**src/rtl/ir_remote_pkg.sv**
```systemverilog
// Shared types and constants for the NEC IR remote decoder.
// All timing windows are in microseconds, matching the phase counter's unit.
package ir_remote_pkg;

    typedef enum logic [3:0] {
        S_IDLE,
        S_LEAD_MARK,
        S_LEAD_SPACE,
        S_BIT_MARK,
        S_BIT_SPACE,
        S_CHECK,
        S_REPEAT,
        S_ERROR,
        S_WAIT_IDLE
    } ir_state_e;

    localparam logic [15:0] LEAD_MARK_MIN  = 16'd8000;
    localparam logic [15:0] LEAD_MARK_MAX  = 16'd10000;
    localparam logic [15:0] LEAD_SPACE_MIN = 16'd4000;
    localparam logic [15:0] LEAD_SPACE_MAX = 16'd5000;
    localparam logic [15:0] RPT_SPACE_MIN  = 16'd2000;
    localparam logic [15:0] RPT_SPACE_MAX  = 16'd2500;
    localparam logic [15:0] BIT_MARK_MIN   = 16'd400;
    localparam logic [15:0] BIT_MARK_MAX   = 16'd700;
    localparam logic [15:0] ZERO_SPACE_MIN = 16'd400;
    localparam logic [15:0] ZERO_SPACE_MAX = 16'd700;
    localparam logic [15:0] ONE_SPACE_MIN  = 16'd1400;
    localparam logic [15:0] ONE_SPACE_MAX  = 16'd1900;
    localparam logic [15:0] TIMEOUT_US     = 16'd12000;

    localparam logic [7:0] CMD_RESET     = 8'h45;
    localparam logic [7:0] CMD_PLAYPAUSE = 8'h40;
    localparam logic [7:0] CMD_RESTART   = 8'h44;
    localparam logic [7:0] CMD_FAST      = 8'h15;
    localparam logic [7:0] CMD_SLOW      = 8'h07;
    localparam logic [7:0] CMD_NEXT      = 8'h43;
    localparam logic [7:0] CMD_PREV      = 8'h09;

    function automatic logic in_win(input logic [15:0] v, input logic [15:0] lo,
                                    input logic [15:0] hi);
        return (v >= lo) && (v <= hi);
    endfunction

    // Pulse vector order: reset, play/pause, restart, fast, slow, next, prev.
    function automatic logic [6:0] cmd_pulse(input logic [7:0] code);
        logic [6:0] p;
        p = '0;
        case (code)
            CMD_RESET:     p[0] = 1'b1;
            CMD_PLAYPAUSE: p[1] = 1'b1;
            CMD_RESTART:   p[2] = 1'b1;
            CMD_FAST:      p[3] = 1'b1;
            CMD_SLOW:      p[4] = 1'b1;
            CMD_NEXT:      p[5] = 1'b1;
            CMD_PREV:      p[6] = 1'b1;
            default:       p = '0;
        endcase
        return p;
    endfunction

endpackage

```
**src/rtl/ir_remote_decoder_timer.sv**
```systemverilog
// IR input conditioning: 2-flop synchronizer, edge detect, 1 us prescaler and
// a saturating microsecond counter that restarts on every line edge.
module ir_pulse_timer #(
    parameter int unsigned CLK_PER_US = 50
) (
    input  logic        clk_i,
    input  logic        rst_i,
    input  logic        rx_i,
    output logic        rise_o,
    output logic        fall_o,
    output logic        level_o,
    output logic [15:0] phase_us_o
);
    localparam int unsigned PW = (CLK_PER_US > 1) ? $clog2(CLK_PER_US) : 1;
    localparam logic [PW-1:0] PRE_MAX = PW'(CLK_PER_US - 1);

    logic          sync1_q, sync2_q, prev_q;
    logic [PW-1:0] pre_q, pre_d;
    logic [15:0]   phase_q, phase_d;
    logic          tick;

    assign level_o    = sync2_q;
    assign rise_o     = ~prev_q & sync2_q;
    assign fall_o     = prev_q & ~sync2_q;
    assign phase_us_o = phase_q;
    assign tick       = (pre_q == PRE_MAX);

    always_comb begin
        pre_d = tick ? '0 : pre_q + 1'b1;
        phase_d = phase_q;
        if (rise_o || fall_o)
            phase_d = '0;
        else if (tick && (phase_q != 16'hFFFF))
            phase_d = phase_q + 16'd1;
    end

    // Idle line is high, so the synchronizer resets high to avoid a false edge.
    always_ff @(posedge clk_i) begin
        if (rst_i) begin
            sync1_q <= 1'b1;
            sync2_q <= 1'b1;
            prev_q  <= 1'b1;
            pre_q   <= '0;
            phase_q <= '0;
        end else begin
            sync1_q <= rx_i;
            sync2_q <= sync1_q;
            prev_q  <= sync2_q;
            pre_q   <= pre_d;
            phase_q <= phase_d;
        end
    end

endmodule

```
**src/rtl/ir_remote_decoder.sv**
```systemverilog
// NEC IR frame decoder producing one-cycle command pulses for the player.
// Define IR_REPEAT_EN to let repeat frames re-fire FAST/SLOW.
module ir_remote_decoder
    import ir_remote_pkg::*;
#(
    parameter int unsigned CLK_PER_US  = 50,
    parameter logic [7:0]  REMOTE_ADDR = 8'h00
) (
    input  logic       CLOCK,
    input  logic       Reset,
    input  logic       IR_RX,
    output logic       ResetRemote,
    output logic       PlayPauseRemote,
    output logic       RestartRemote,
    output logic       Fast,
    output logic       Slow,
    output logic       NextSongRemote,
    output logic       PrevSongRemote,
    output logic [7:0] cmd_code,
    output logic       frame_err
);
    logic        rise, fall, level;
    logic [15:0] phase_us;

    ir_pulse_timer #(.CLK_PER_US(CLK_PER_US)) u_timer (
        .clk_i      (CLOCK),
        .rst_i      (Reset),
        .rx_i       (IR_RX),
        .rise_o     (rise),
        .fall_o     (fall),
        .level_o    (level),
        .phase_us_o (phase_us)
    );

    ir_state_e   state_q;
    logic [31:0] sr_q;
    logic [4:0]  bit_idx_q;
    logic [7:0]  cmd_q;
    logic [6:0]  pulse_q;
    logic        err_q;
`ifdef IR_REPEAT_EN
    logic [7:0]  last_cmd_q;
    logic        last_valid_q;
`endif

    logic timeout, lead_mark_ok, lead_sp_ok, rpt_sp_ok, bit_mark_ok, zero_ok, one_ok, frame_ok;

    assign timeout      = phase_us >= TIMEOUT_US;
    assign lead_mark_ok = in_win(phase_us, LEAD_MARK_MIN, LEAD_MARK_MAX);
    assign lead_sp_ok   = in_win(phase_us, LEAD_SPACE_MIN, LEAD_SPACE_MAX);
    assign rpt_sp_ok    = in_win(phase_us, RPT_SPACE_MIN, RPT_SPACE_MAX);
    assign bit_mark_ok  = in_win(phase_us, BIT_MARK_MIN, BIT_MARK_MAX);
    assign zero_ok      = in_win(phase_us, ZERO_SPACE_MIN, ZERO_SPACE_MAX);
    assign one_ok       = in_win(phase_us, ONE_SPACE_MIN, ONE_SPACE_MAX);
    // Bits arrive LSB first: byte0 address, byte1 ~address, byte2 command, byte3 ~command.
    assign frame_ok     = (sr_q[7:0] == REMOTE_ADDR) && (sr_q[15:8] == ~sr_q[7:0]) &&
                          (sr_q[31:24] == ~sr_q[23:16]);

    // Edges are tested before timeouts so a coincident edge wins.
    always_ff @(posedge CLOCK) begin
        if (Reset) begin
            state_q   <= S_IDLE;
            sr_q      <= '0;
            bit_idx_q <= '0;
            cmd_q     <= '0;
            pulse_q   <= '0;
            err_q     <= 1'b0;
`ifdef IR_REPEAT_EN
            last_cmd_q   <= '0;
            last_valid_q <= 1'b0;
`endif
        end else begin
            pulse_q <= '0;
            err_q   <= 1'b0;
            case (state_q)
                S_IDLE:
                    if (fall) state_q <= S_LEAD_MARK;
                S_LEAD_MARK:
                    if (rise)         state_q <= lead_mark_ok ? S_LEAD_SPACE : S_ERROR;
                    else if (timeout) state_q <= S_ERROR;
                S_LEAD_SPACE:
                    if (fall) begin
                        bit_idx_q <= '0;
                        if (lead_sp_ok)     state_q <= S_BIT_MARK;
                        else if (rpt_sp_ok) state_q <= S_REPEAT;
                        else                state_q <= S_ERROR;
                    end else if (timeout) state_q <= S_ERROR;
                S_BIT_MARK:
                    if (rise)         state_q <= bit_mark_ok ? S_BIT_SPACE : S_ERROR;
                    else if (timeout) state_q <= S_ERROR;
                S_BIT_SPACE:
                    if (fall) begin
                        if (zero_ok || one_ok) begin
                            sr_q      <= {one_ok, sr_q[31:1]};
                            bit_idx_q <= bit_idx_q + 5'd1;
                            state_q   <= (bit_idx_q == 5'd31) ? S_CHECK : S_BIT_MARK;
                        end else begin
                            state_q <= S_ERROR;
                        end
                    end else if (timeout) state_q <= S_ERROR;
                S_CHECK:
                    if (frame_ok) begin
                        cmd_q   <= sr_q[23:16];
                        pulse_q <= cmd_pulse(sr_q[23:16]);
                        state_q <= S_WAIT_IDLE;
`ifdef IR_REPEAT_EN
                        last_cmd_q   <= sr_q[23:16];
                        last_valid_q <= 1'b1;
`endif
                    end else begin
                        state_q <= S_ERROR;
                    end
                S_REPEAT: begin
`ifdef IR_REPEAT_EN
                    if (last_valid_q && ((last_cmd_q == CMD_FAST) || (last_cmd_q == CMD_SLOW)))
                        pulse_q <= cmd_pulse(last_cmd_q);
`endif
                    state_q <= S_WAIT_IDLE;
                end
                S_ERROR: begin
                    err_q   <= 1'b1;
                    state_q <= S_WAIT_IDLE;
`ifdef IR_REPEAT_EN
                    last_valid_q <= 1'b0;
`endif
                end
                S_WAIT_IDLE:
                    if (level && timeout) state_q <= S_IDLE;
                default:
                    state_q <= S_IDLE;
            endcase
        end
    end

    assign ResetRemote     = pulse_q[0];
    assign PlayPauseRemote = pulse_q[1];
    assign RestartRemote   = pulse_q[2];
    assign Fast            = pulse_q[3];
    assign Slow            = pulse_q[4];
    assign NextSongRemote  = pulse_q[5];
    assign PrevSongRemote  = pulse_q[6];
    assign cmd_code        = cmd_q;
    assign frame_err       = err_q;

endmodule
```
**config.mk**
```make
export PLATFORM = sky130hd
export DESIGN_NAME = ir_remote_decoder
export DESIGN_NICKNAME = d
export VERILOG_FILES = /design/src/rtl/ir_remote_pkg.sv /design/src/rtl/ir_remote_decoder_timer.sv /design/src/rtl/ir_remote_decoder.sv
export SDC_FILE = /design/constraint.sdc
export NUM_CORES = 1
export LEC_CHECK = 0
export CAP_MARGIN = 30
export CORE_MARGIN = 2
export CORE_UTILIZATION = 45
export CTS_CLUSTER_DIAMETER = 150
export DETAILED_ROUTE_END_ITERATION = 8
export GPL_ROUTABILITY_DRIVEN = 1
export PLACE_DENSITY = 0.59
export SLEW_MARGIN = 20
export SYNTH_ARGS = -nofsm -noshare
export SYNTH_HDL_FRONTEND = slang
export SYNTH_SLANG_ARGS = --single-unit
```
**constraint.sdc**
```tcl
create_clock -name CLOCK -period 3.3 [get_ports CLOCK]
set_input_delay 0.66 -clock CLOCK [delete_from_list [all_inputs] [get_ports CLOCK]]
set_output_delay 0.66 -clock CLOCK [all_outputs]
set_load 0.02 [all_outputs]
```
# Word level (Yosys, flattened, before mapping)
# Cells that the tools add are included.
word_totals:
  out_inout_bits: 16
  wordCells: 107
  reg_bits: 82
classes:
  bitwise_logic: 8
  addsub: 3
  mux: 27
  eq_ne: 25
  n_reduce_logical: 22
  n_lt_le_gt_ge: 11
op_table:
  columns: ["operator", "n"]
  rows:
  - ["$eq A8 B7 Y1 const B", 4]
  - ["$ge A16 B11 Y1 const B", 2]
  - ["$mux W4", 8]
  - ["$pmux W4 S8", 1]
  - ["$add A16 B1 Y16 const B", 1]
  - ["$eq A4 B3 Y1 const B", 4]
  - ["$eq A8 B8 Y1", 2]
  - ["$ge A16 B12 Y1 const B", 1]
  - ["$ge A16 B13 Y1 const B", 1]
  - ["$ge A16 B14 Y1 const B", 1]
  - ["$ge A16 B9 Y1 const B", 1]
  - ["$le A16 B10 Y1 const B", 1]
  - ["$le A16 B11 Y1 const B", 1]
  - ["$le A16 B12 Y1 const B", 1]
  - ["$le A16 B13 Y1 const B", 1]
  - ["$le A16 B14 Y1 const B", 1]
  - ["$ne A16 B16 Y1 const B", 1]
  - ["$not A8 Y8", 2]
  - ["$mux W5", 3]
  - ["$mux W3", 4]
  - ["$pmux W5 S2", 1]
  - ["$logic_and A1 B1 Y1", 9]
  - ["$mux W1", 9]
  - ["$eq A4 B2 Y1 const B", 2]
  - ["23 further kinds", 34]

# Logic depth before layout (Yosys ltp)
# Gate-level depths: netlist (run 1).
logic_depth:
  ltp_word: 6
  mapped_depth: 10
  ltp_nobuf: 8

# Cells and area by module
# From an unflattened synthesis (run 1), not the netlist that was laid out.
hier_totals:
  cells_unflattened: 482
  hier_area_um2: 4139.0
modules_own_cells:
  columns: ["mod", "instances", "cells_per_inst", "area_per_inst_um2"]
  rows:
  - ["ir_remote_decoder", 1, 344, 2875.3]
  - ["ir_pulse_timer", 1, 138, 1263.7]

# Least setup slack after synthesis (run 1)
# Ideal clock, no wire load.
synth_path:
  path_kind: "reg2reg"
  start: "register sr_q[1]"
  end: "register state_q[3]"
  slack_ns: 0.652
  n_path_buf: 1
  stages_incl_launch_ff: 8
  arrival_ns: 2.580
  synth_period_minus_slack_ns: 2.648
  cell_sequence: "dfxtp_1 > or4_1 > or4_1 > or4_4 > or2_1 > buf_6 > a211o_1 > a21oi_2"
synth_between:
  elab_chain_len: 6
synth_rtl:
  columns: ["element", "line_no", "text"]
  rows:
  - ["start, declared", "ir_remote_decoder.sv:36", "logic [31:0] sr_q;"]
  - ["start signal, assigned", "ir_remote_decoder.sv:94", "sr_q <= {one_ok, sr_q[31:1]};"]
  - ["$not A8 Y8", "ir_remote_decoder.sv:56", "assign frame_ok = (sr_q[7:0] == REMOTE_ADDR) && (sr_q[15:8] == ~sr_q[7:0]) &&"]
  - ["$eq A8 B8 Y1", "ir_remote_decoder.sv:56", null]
  - ["$logic_and A1 B1 Y1 * (2 in a row)", "ir_remote_decoder.sv:56", null]
  - ["$mux W4 *", "ir_remote_decoder.sv:102", "if (frame_ok) begin"]
  - ["$pmux W4 S8 *", "ir_remote_decoder.sv:75", "case (state_q)"]
  - ["end signal, assigned", "ir_remote_decoder.sv:79", "if (rise) state_q <= lead_mark_ok ? S_LEAD_SPACE : S_ERROR;"]
  - ["end signal, assigned", "ir_remote_decoder.sv:89", "if (rise) state_q <= bit_mark_ok ? S_BIT_SPACE : S_ERROR;"]
  - ["end signal, assigned", "ir_remote_decoder.sv:96", "state_q <= (bit_idx_q == 5'd31) ? S_CHECK : S_BIT_MARK;"]
  - ["end, declared", "ir_remote_decoder.sv:35", "ir_state_e state_q;"]
# Every way passes the cells marked *; elsewhere a longest branch is shown, timed or not.
# A chain may end at the register's enable or synchronous reset.

# Worst setup path after layout (run 1)
# Same ends and word-level chain as after synthesis.

==> flow_summary_export.csv, run 1 <==
group,metric,value,unit
drt,drc,0,
worst_setup_path,cp-endpoint,"state_q[3]$_SDFFE_PP0P_",
clock_tree,cts_tree,"built",
synth,syn_area_per_cell,8.41,sq um
place,io_buffers,18,
floorplan,rows,33,
sta,drv_slew,0,
worst_setup_path,r2r-end,"state_q[3]$_SDFFE_PP0P_",
cells_and_area,fin_util,0.523,
cells_and_area,n_antenna_cell,0,
worst_setup_path,required,3.58,ns
synth,yosysTopAreaCellShare,0.421,
worst_setup_path,r2r_start,"sr_q[1]$_SDFFE_PP0P_",
power_and_ir_drop,total_power,1.83,mW
worst_setup_path,worstPathArrival,3.10,ns
sta,finClkSkew,0.00815,ns
power_and_ir_drop,power_density,421,nW/um^2
place,dpl.hpwl,5400,microns
sta,fin_setup_tns,0,ns
sta,clock.fmax,354,MHz
floorplan,dieArea,9440,sq um
drt,vias,3128,
synth,yosysWarnings,0,
sta,final-setup-viol-count,0,
synth,synth-seq-cells,82,
worst_setup_path,cp-start-kind,"register",
power_and_ir_drop,seq_power_share,0.547,
synth,syn_inst,464,
synth,synth_commonest_cells,"dfxtp_1, nor2_1, nand2_1",
grt,globalRoute.busiestLayer,"met1",
sta,hold_viol,0,
synth,yosysMostFrequentCell,"dfxtp_1",
worst_setup_path,rrSetupSlack,0.48,ns
worst_setup_path,crit_start,"sr_q[1]$_SDFFE_PP0P_",
drt,ant_nets,0,
grt,grt_max_degree,51,
power_and_ir_drop,netSwitchingFraction,0.217,
min_path,holdCritPathClass,"reg -> reg",
clock_tree,cts.clk_slew.worst_paths,0.08,ns
sta,timing.final.crit_share,0.855,
clock_tree,root_buffer,"clkbuf_8",
synth,syn_area,3900,sq um
sta,rsz0062_at_grt,"no",
drt,dr.pass1.iters,4,
drt,routed_wl,7920,microns
clock_tree,cts_repair_resize_count,0,
grt,use_met2,0.241,
worst_setup_path,worstRegToRegCells,6,
run,drv_cap,0,
floorplan,die_h,97.1,microns
power_and_ir_drop,net-switching-power,0.397,mW
floorplan,io_pins,19,
clock_tree,hold_buffers,0,
power_and_ir_drop,peakVddDrop,212,uV
clock_tree,htreeDepth,3,
synth,synth_nets,475,
drt,drt_iter0_drc,135,
worst_setup_path,worstSetupEndpointType,"register",
synth,synth_ff_type,"dfxtp_1",
floorplan,initial_core_util,0.470,
grt,antenna_found_initial,0,
grt,use_met1,0.260,
floorplan,coreArea,8300,sq um
synth,synth_cell_type_count,55,
sta,period_needed,2.82,ns
synth,synth_area_leaders,"dfxtp_1, mux2i_1, nor2_1",
drt,post_drt_wl_per_cell,13.8,microns
run_status,status,"finished clean",
grt,grt_use_met3,0.0417,
grt,grt_pass1_wl,13700,microns
cells_and_area,nets,475,
power_and_ir_drop,leakage,1.48,nW
cells_and_area,final_layout_size_suffix_gt1_frac,0.0641,
floorplan,die_w,97.1,microns
worst_setup_path,crit_type,"reg -> reg",
clock_tree,cts_num_sinks,82,
sta,worst_pin_slew,0.649,ns
clock_tree,numCtsBuffers,9,
power_and_ir_drop,p_comb_frac,0.021,
drt,avgViaCountPerCell,5.46,
synth,async_flop_share,0,
place,place_congestion,0.874,
clock_tree,cts_setup_buffers,0,
sta,slew_headroom,0.556,
clock_tree,clock_path_buffers,2,
synth,synth_edf_count,0,
clock_tree,clk_latency,0.35,ns
cells_and_area,fillers,785,
cells_and_area,syn2layout_area_growth,11.3,%
power_and_ir_drop,p_clk_frac,0.432,
synth,synth-seq-area-share,0.421,
synth,yosys.area.top_type,"dfxtp_1",
grt,grt_use_total,0.171,
power_and_ir_drop,intPower,1.43,mW
grt,grt_pass1_vias,2829,
worst_setup_path,worst-path-max-fanout,10,
grt,grt_remaining_overflow,0,
-- flip-flops by register name (all words and copies together), names as in the netlist --
signal,flops
u_timer.level_o,1
u_timer.prev_q,1
sr_q,32
u_timer.sync1_q,1
u_timer.phase_us_o,16
bit_idx_q,5
pulse_q,7
state_q,4
frame_err,1
cmd_code,8
u_timer.pre_q,6
-- layout by cell type, fill, tap and decap left out, types with 2 or more instances in the layout --
cell              n
nor3_1           16
nor4_1            5
nand2b_1          4
a21oi_1          14
buf_4             4
xor2_1           22
nor2_1           76
mux2i_1          31
o311ai_0          3
or4_1             3
dfxtp_1          82
o31ai_1           2
bufinv_16         2
nand3_1          12
or2_2             2
xnor2_1           6
o41ai_1           4
ha_1              8
or3_1             6
o21ai_0           9
nand2_1          43
and2_1            2
a211oi_1          3
clkbuf_8          9
nand3b_1          6
a211o_1           2
nand4_1          15
clkdlybuf4s50_1  17
o2111ai_1         3
inv_1            16
a31oi_1           8
and3_1            4
-- power groups by stage --
stage          clock, mW  combinational [mW]  sequential [mW]
6_report           0.789              0.0382            0.999
5_1_grt            0.854              0.0435             1.00
4_1_cts            0.814              0.0385            0.999
3_5_place_dp           0              0.0383             1.02
3_3_place_gp           0              0.0380             1.02
2_1_floorplan          0              0.0306             1.02
-- final cells by class --
| class | instances | area [sq um] | share of cell area |
|---|---|---|---|
| Clock inverter | 6 | 90.1 | 0.0207 |
| Sequential cell | 82 | 1640 | 0.378 |
| Tap cell | 105 | 131 | 0.0303 |
| Clock buffer | 9 | 124 | 0.0285 |
| Inverter | 16 | 60.1 | 0.0138 |
| Timing Repair Buffer | 23 | 225 | 0.0519 |
| Multi-Input combinational cell | 332 | 2070 | 0.477 |
-- critical path, cell delays in order, from the launching register on --
cell	delay [ns]
dfxtp_1	0.35
or4_1	0.49
or4_1	0.52
or4_4	0.57
or2_1	0.36
a211o_1	0.35
a21oi_2	0.10
-- cell families (layout without fill, tap and decap cells) --
logic type | Yosys count | count (layout) | synth area share
AND/OR/NAND/NOR | 202 | 202 | 0.246
XOR/XNOR | 28 | 28 | 0.0628
buffers and inverters | 50 | 54 | 0.0519
adder cells (fa/ha/maj) | 8 | 8 | 0.0256
AO/OA/AOI/OAI | 63 | 63 | 0.113
multiplexers | 31 | 31 | 0.0795
flip-flops | 82 | 82 | 0.421
-- through the flow --
step                cell area, sq um  instances  hold slack [ns]  setup slack (ns)
finish                          4340        573            0.426             0.478
global route                    4340        573            0.448             0.329
CTS                             4340        573            0.431             0.490
detailed placement              4130        558            0.404             0.497
global placement                4130        558            0.410             0.535
floorplan                       3900        464            0.389             0.652
-- routing by layer --
layer	wire (microns)	vias up	share of wire
met5	0	-	0
met4	55	0	0.0069
li1	-	1621	-
met3	350	4	0.044
met1	4260	1439	0.54
met2	3250	64	0.41
-- worst min-delay path by stage --
stage | from | end | slack, ns | depth (start not counted)
6_report | u_timer.sync1_q$_SDFF_PP1_ | u_timer.level_o$_SDFF_PP1_ | 0.43 | 1
5_1_grt | u_timer.sync1_q$_SDFF_PP1_ | u_timer.level_o$_SDFF_PP1_ | 0.45 | 1
4_1_cts | u_timer.sync1_q$_SDFF_PP1_ | u_timer.level_o$_SDFF_PP1_ | 0.43 | 1
3_5_place_dp | u_timer.sync1_q$_SDFF_PP1_ | u_timer.level_o$_SDFF_PP1_ | 0.40 | 1
3_3_place_gp | u_timer.sync1_q$_SDFF_PP1_ | u_timer.level_o$_SDFF_PP1_ | 0.41 | 1
2_1_floorplan | u_timer.sync1_q$_SDFF_PP1_ | u_timer.level_o$_SDFF_PP1_ | 0.39 | 1
(Power assumes the default switching activity.)
==> inputs of run 2 (changes only) <==
GPL_ROUTABILITY_DRIVEN = 0   (was 1)
==> run 2 against run 1 <==
Clock power is 5.2% higher. Hold slack got worse by 0.0021 ns. Via count grew 1.4%. Register-to-register slack barely moved. Die area is the same. Fmax decreased by 0.13%. Utilization grew 0.24 points. First-iteration DRC count rose by 36%. Non-clock buffer count stayed put. Sequential power is essentially flat. Count of clock-buffer cells in the layout rose by 1. Design area rose by 0.46%.
==> flow_summary_export.csv, run 2 (same netlist as run 1, synthesis figures left out) <==
group,metric,value,unit
power_and_ir_drop,net-switching-power,0.406,mW
min_path,whs_endpoint,"u_timer.level_o$_SDFF_PP1_",
sta,rsz0062_at_grt,"no",
worst_setup_path,cp_slowest_stage_delay,0.58,ns
drt,wl_met2,3290,microns
floorplan,io_pins,19,
worst_setup_path,crit_start,"sr_q[1]$_SDFFE_PP0P_",
grt,antenna_found_initial,0,
floorplan,dieArea,9440,sq um
cells_and_area,largest_register_ffs,32,
clock_tree,cts_setup_buffers,0,
drt,drc,0,
clock_tree,clk_latency,0.34,ns
power_and_ir_drop,intPower,1.46,mW
grt,grt_use_total,0.169,
clock_tree,hold_buffers,0,
sta,finClkSkew,0.0120,ns
worst_setup_path,worstRegToRegCells,6,
floorplan,rows,33,
worst_setup_path,crit_type,"reg -> reg",
cells_and_area,nets,475,
drt,routed_wl,7920,microns
power_and_ir_drop,netSwitchingFraction,0.218,
place,preCtsSetupSlack,0.490,ns
drt,dr.pass1.iters,5,
worst_setup_path,cp.depth,6,
drt,vias,3172,
drt,ant_nets,0,
cells_and_area,final_common_cell,"dfxtp_1",
sta,drv_slew,0,
power_and_ir_drop,leakage,1.49,nW
floorplan,die_h,97.1,microns
clock_tree,htreeDepth,3,
cells_and_area,syn2layout_area_growth,11.8,%
drt,post_drt_wl_per_cell,13.8,microns
sta,clock.fmax,354,MHz
worst_setup_path,r2r-end,"state_q[3]$_SDFFE_PP0P_",
power_and_ir_drop,seq_power_share,0.535,
sta,period_needed,2.83,ns
clock_tree,numCtsBuffers,9,
worst_setup_path,crit_family,"simple AND/OR/NAND/NOR gates",
drt,drt_iter0_drc,183,
worst_setup_path,cpMostUsedCell,"or4_1",
cells_and_area,final_cell_mix,"dfxtp_1, nor2_1, nand2_1",
clock_tree,clock_path_buffers,2,
cells_and_area,max_flop_register,"sr_q",
sta,timing.final.crit_share,0.856,
power_and_ir_drop,p_clk_frac,0.445,
power_and_ir_drop,power_density,428,nW/um^2
floorplan,coreArea,8300,sq um
sta,final.setup.worst_slack,0.474,ns
cells_and_area,final_layout_size_suffix_gt1_frac,0.0661,
sta,worst_pin_slew,0.689,ns
worst_setup_path,rrSetupSlack,0.47,ns
cells_and_area,n_antenna_cell,0,
drt,avgViaCountPerCell,5.53,
clock_tree,cts_tree,"built",
floorplan,initial_core_util,0.470,
worst_setup_path,required,3.58,ns
clock_tree,cts.clk_slew.worst_paths,0.08,ns
place,io_buffers,18,
min_path,hold_path_depth,1,
worst_setup_path,crit_path_top_delay_cell,"or4_4",
sta,slew_headroom,0.529,
worst_setup_path,r2r_start,"sr_q[1]$_SDFFE_PP0P_",
place,dpl.hpwl,5480,microns
clock_tree,cts_num_sinks,82,
power_and_ir_drop,p_comb_frac,0.020,
worst_setup_path,cp_cell_sequence,"or4_1 > or4_1 > or4_4 > or2_1 > a211o_1 > a21oi_2",
worst_setup_path,worst-path-max-fanout,10,
grt,grt_pass1_vias,2971,
worst_setup_path,worstPathArrival,3.11,ns
sta,fin_setup_tns,0,ns
grt,grt_remaining_overflow,0,
worst_setup_path,worstSetupEndpointType,"register",
power_and_ir_drop,peakVddDrop,287,uV
worst_setup_path,cp-start-kind,"register",
worst_setup_path,path_buf_inv,0,
grt,grt_pass1_wl,13600,microns
sta,hold_viol,0,
run,drv_cap,0,
floorplan,die_w,97.1,microns
clock_tree,root_buffer,"clkbuf_8",
run_status,status,"finished clean",
drt,drt-met1-wl,4150,microns
drt,dr_wl_met3,408,microns
cells_and_area,fillers,792,
drt,dr.max_layer_used,"met4",
min_path,min-delay-start,"u_timer.sync1_q$_SDFF_PP1_",
sta,final-setup-viol-count,0,
grt,grt_max_degree,47,
min_path,holdCritPathClass,"reg -> reg",
clock_tree,cts_repair_resize_count,0,
-- run 2: layout make-up --
class | count | area (sq um) | area share
Inverter | 16 | 60.1 | 0.0138
Multi-Input combinational cell | 332 | 2070 | 0.475
Sequential cell | 82 | 1640 | 0.376
Clock inverter | 6 | 96.3 | 0.0221
Tap cell | 105 | 131 | 0.0301
Timing Repair Buffer | 23 | 225 | 0.0516
Clock buffer | 10 | 138 | 0.0315
-- run 2: power groups by stage --
stage	logic, mW	clock network (mW)	registers [mW]
6_report	0.0383	0.830	0.999
5_1_grt	0.0439	0.906	1.00
4_1_cts	0.0387	0.858	0.999
3_5_place_dp	0.0391	0	1.02
3_3_place_gp	0.0383	0	1.02
2_1_floorplan	0.0306	0	1.02
-- run 2: metrics by stage --
step	util	hold WS [ns]	std cells	area [sq um]	power [mW]
floorplan	-	0.389	464	3900	1.05
global placement	0.498	0.408	558	4130	1.06
detailed placement	0.498	0.404	558	4130	1.06
CTS	0.526	0.430	574	4360	1.90
global route	0.526	0.444	574	4360	1.95
finish	0.526	0.423	574	4360	1.87
-- run 2: worst reg2reg max path, delay by kind of cell, from the launching register on --
kind / cells / cell delay (ns)
flip-flops: 1 / 0.34
AND/OR/NAND/NOR: 4 / 1.97
AO/OA/AOI/OAI: 2 / 0.46
-- run 2: metal layers --
metal	vias to the layer above	GRT usage
met3	8	0.0374
met1	1467	0.245
met5	-	0
li1	1620	-
met4	0	0.0520
met2	77	0.252
-- run 2: worst max path at each step --
stage	slack (ns)	to
global route	0.32	state_q[3]$_SDFFE_PP0P_
floorplan	0.65	state_q[3]$_SDFFE_PP0P_
CTS	0.46	state_q[3]$_SDFFE_PP0P_
detailed placement	0.49	state_q[3]$_SDFFE_PP0P_
global placement	0.54	state_q[3]$_SDFFE_PP0P_
finish	0.47	state_q[3]$_SDFFE_PP0P_
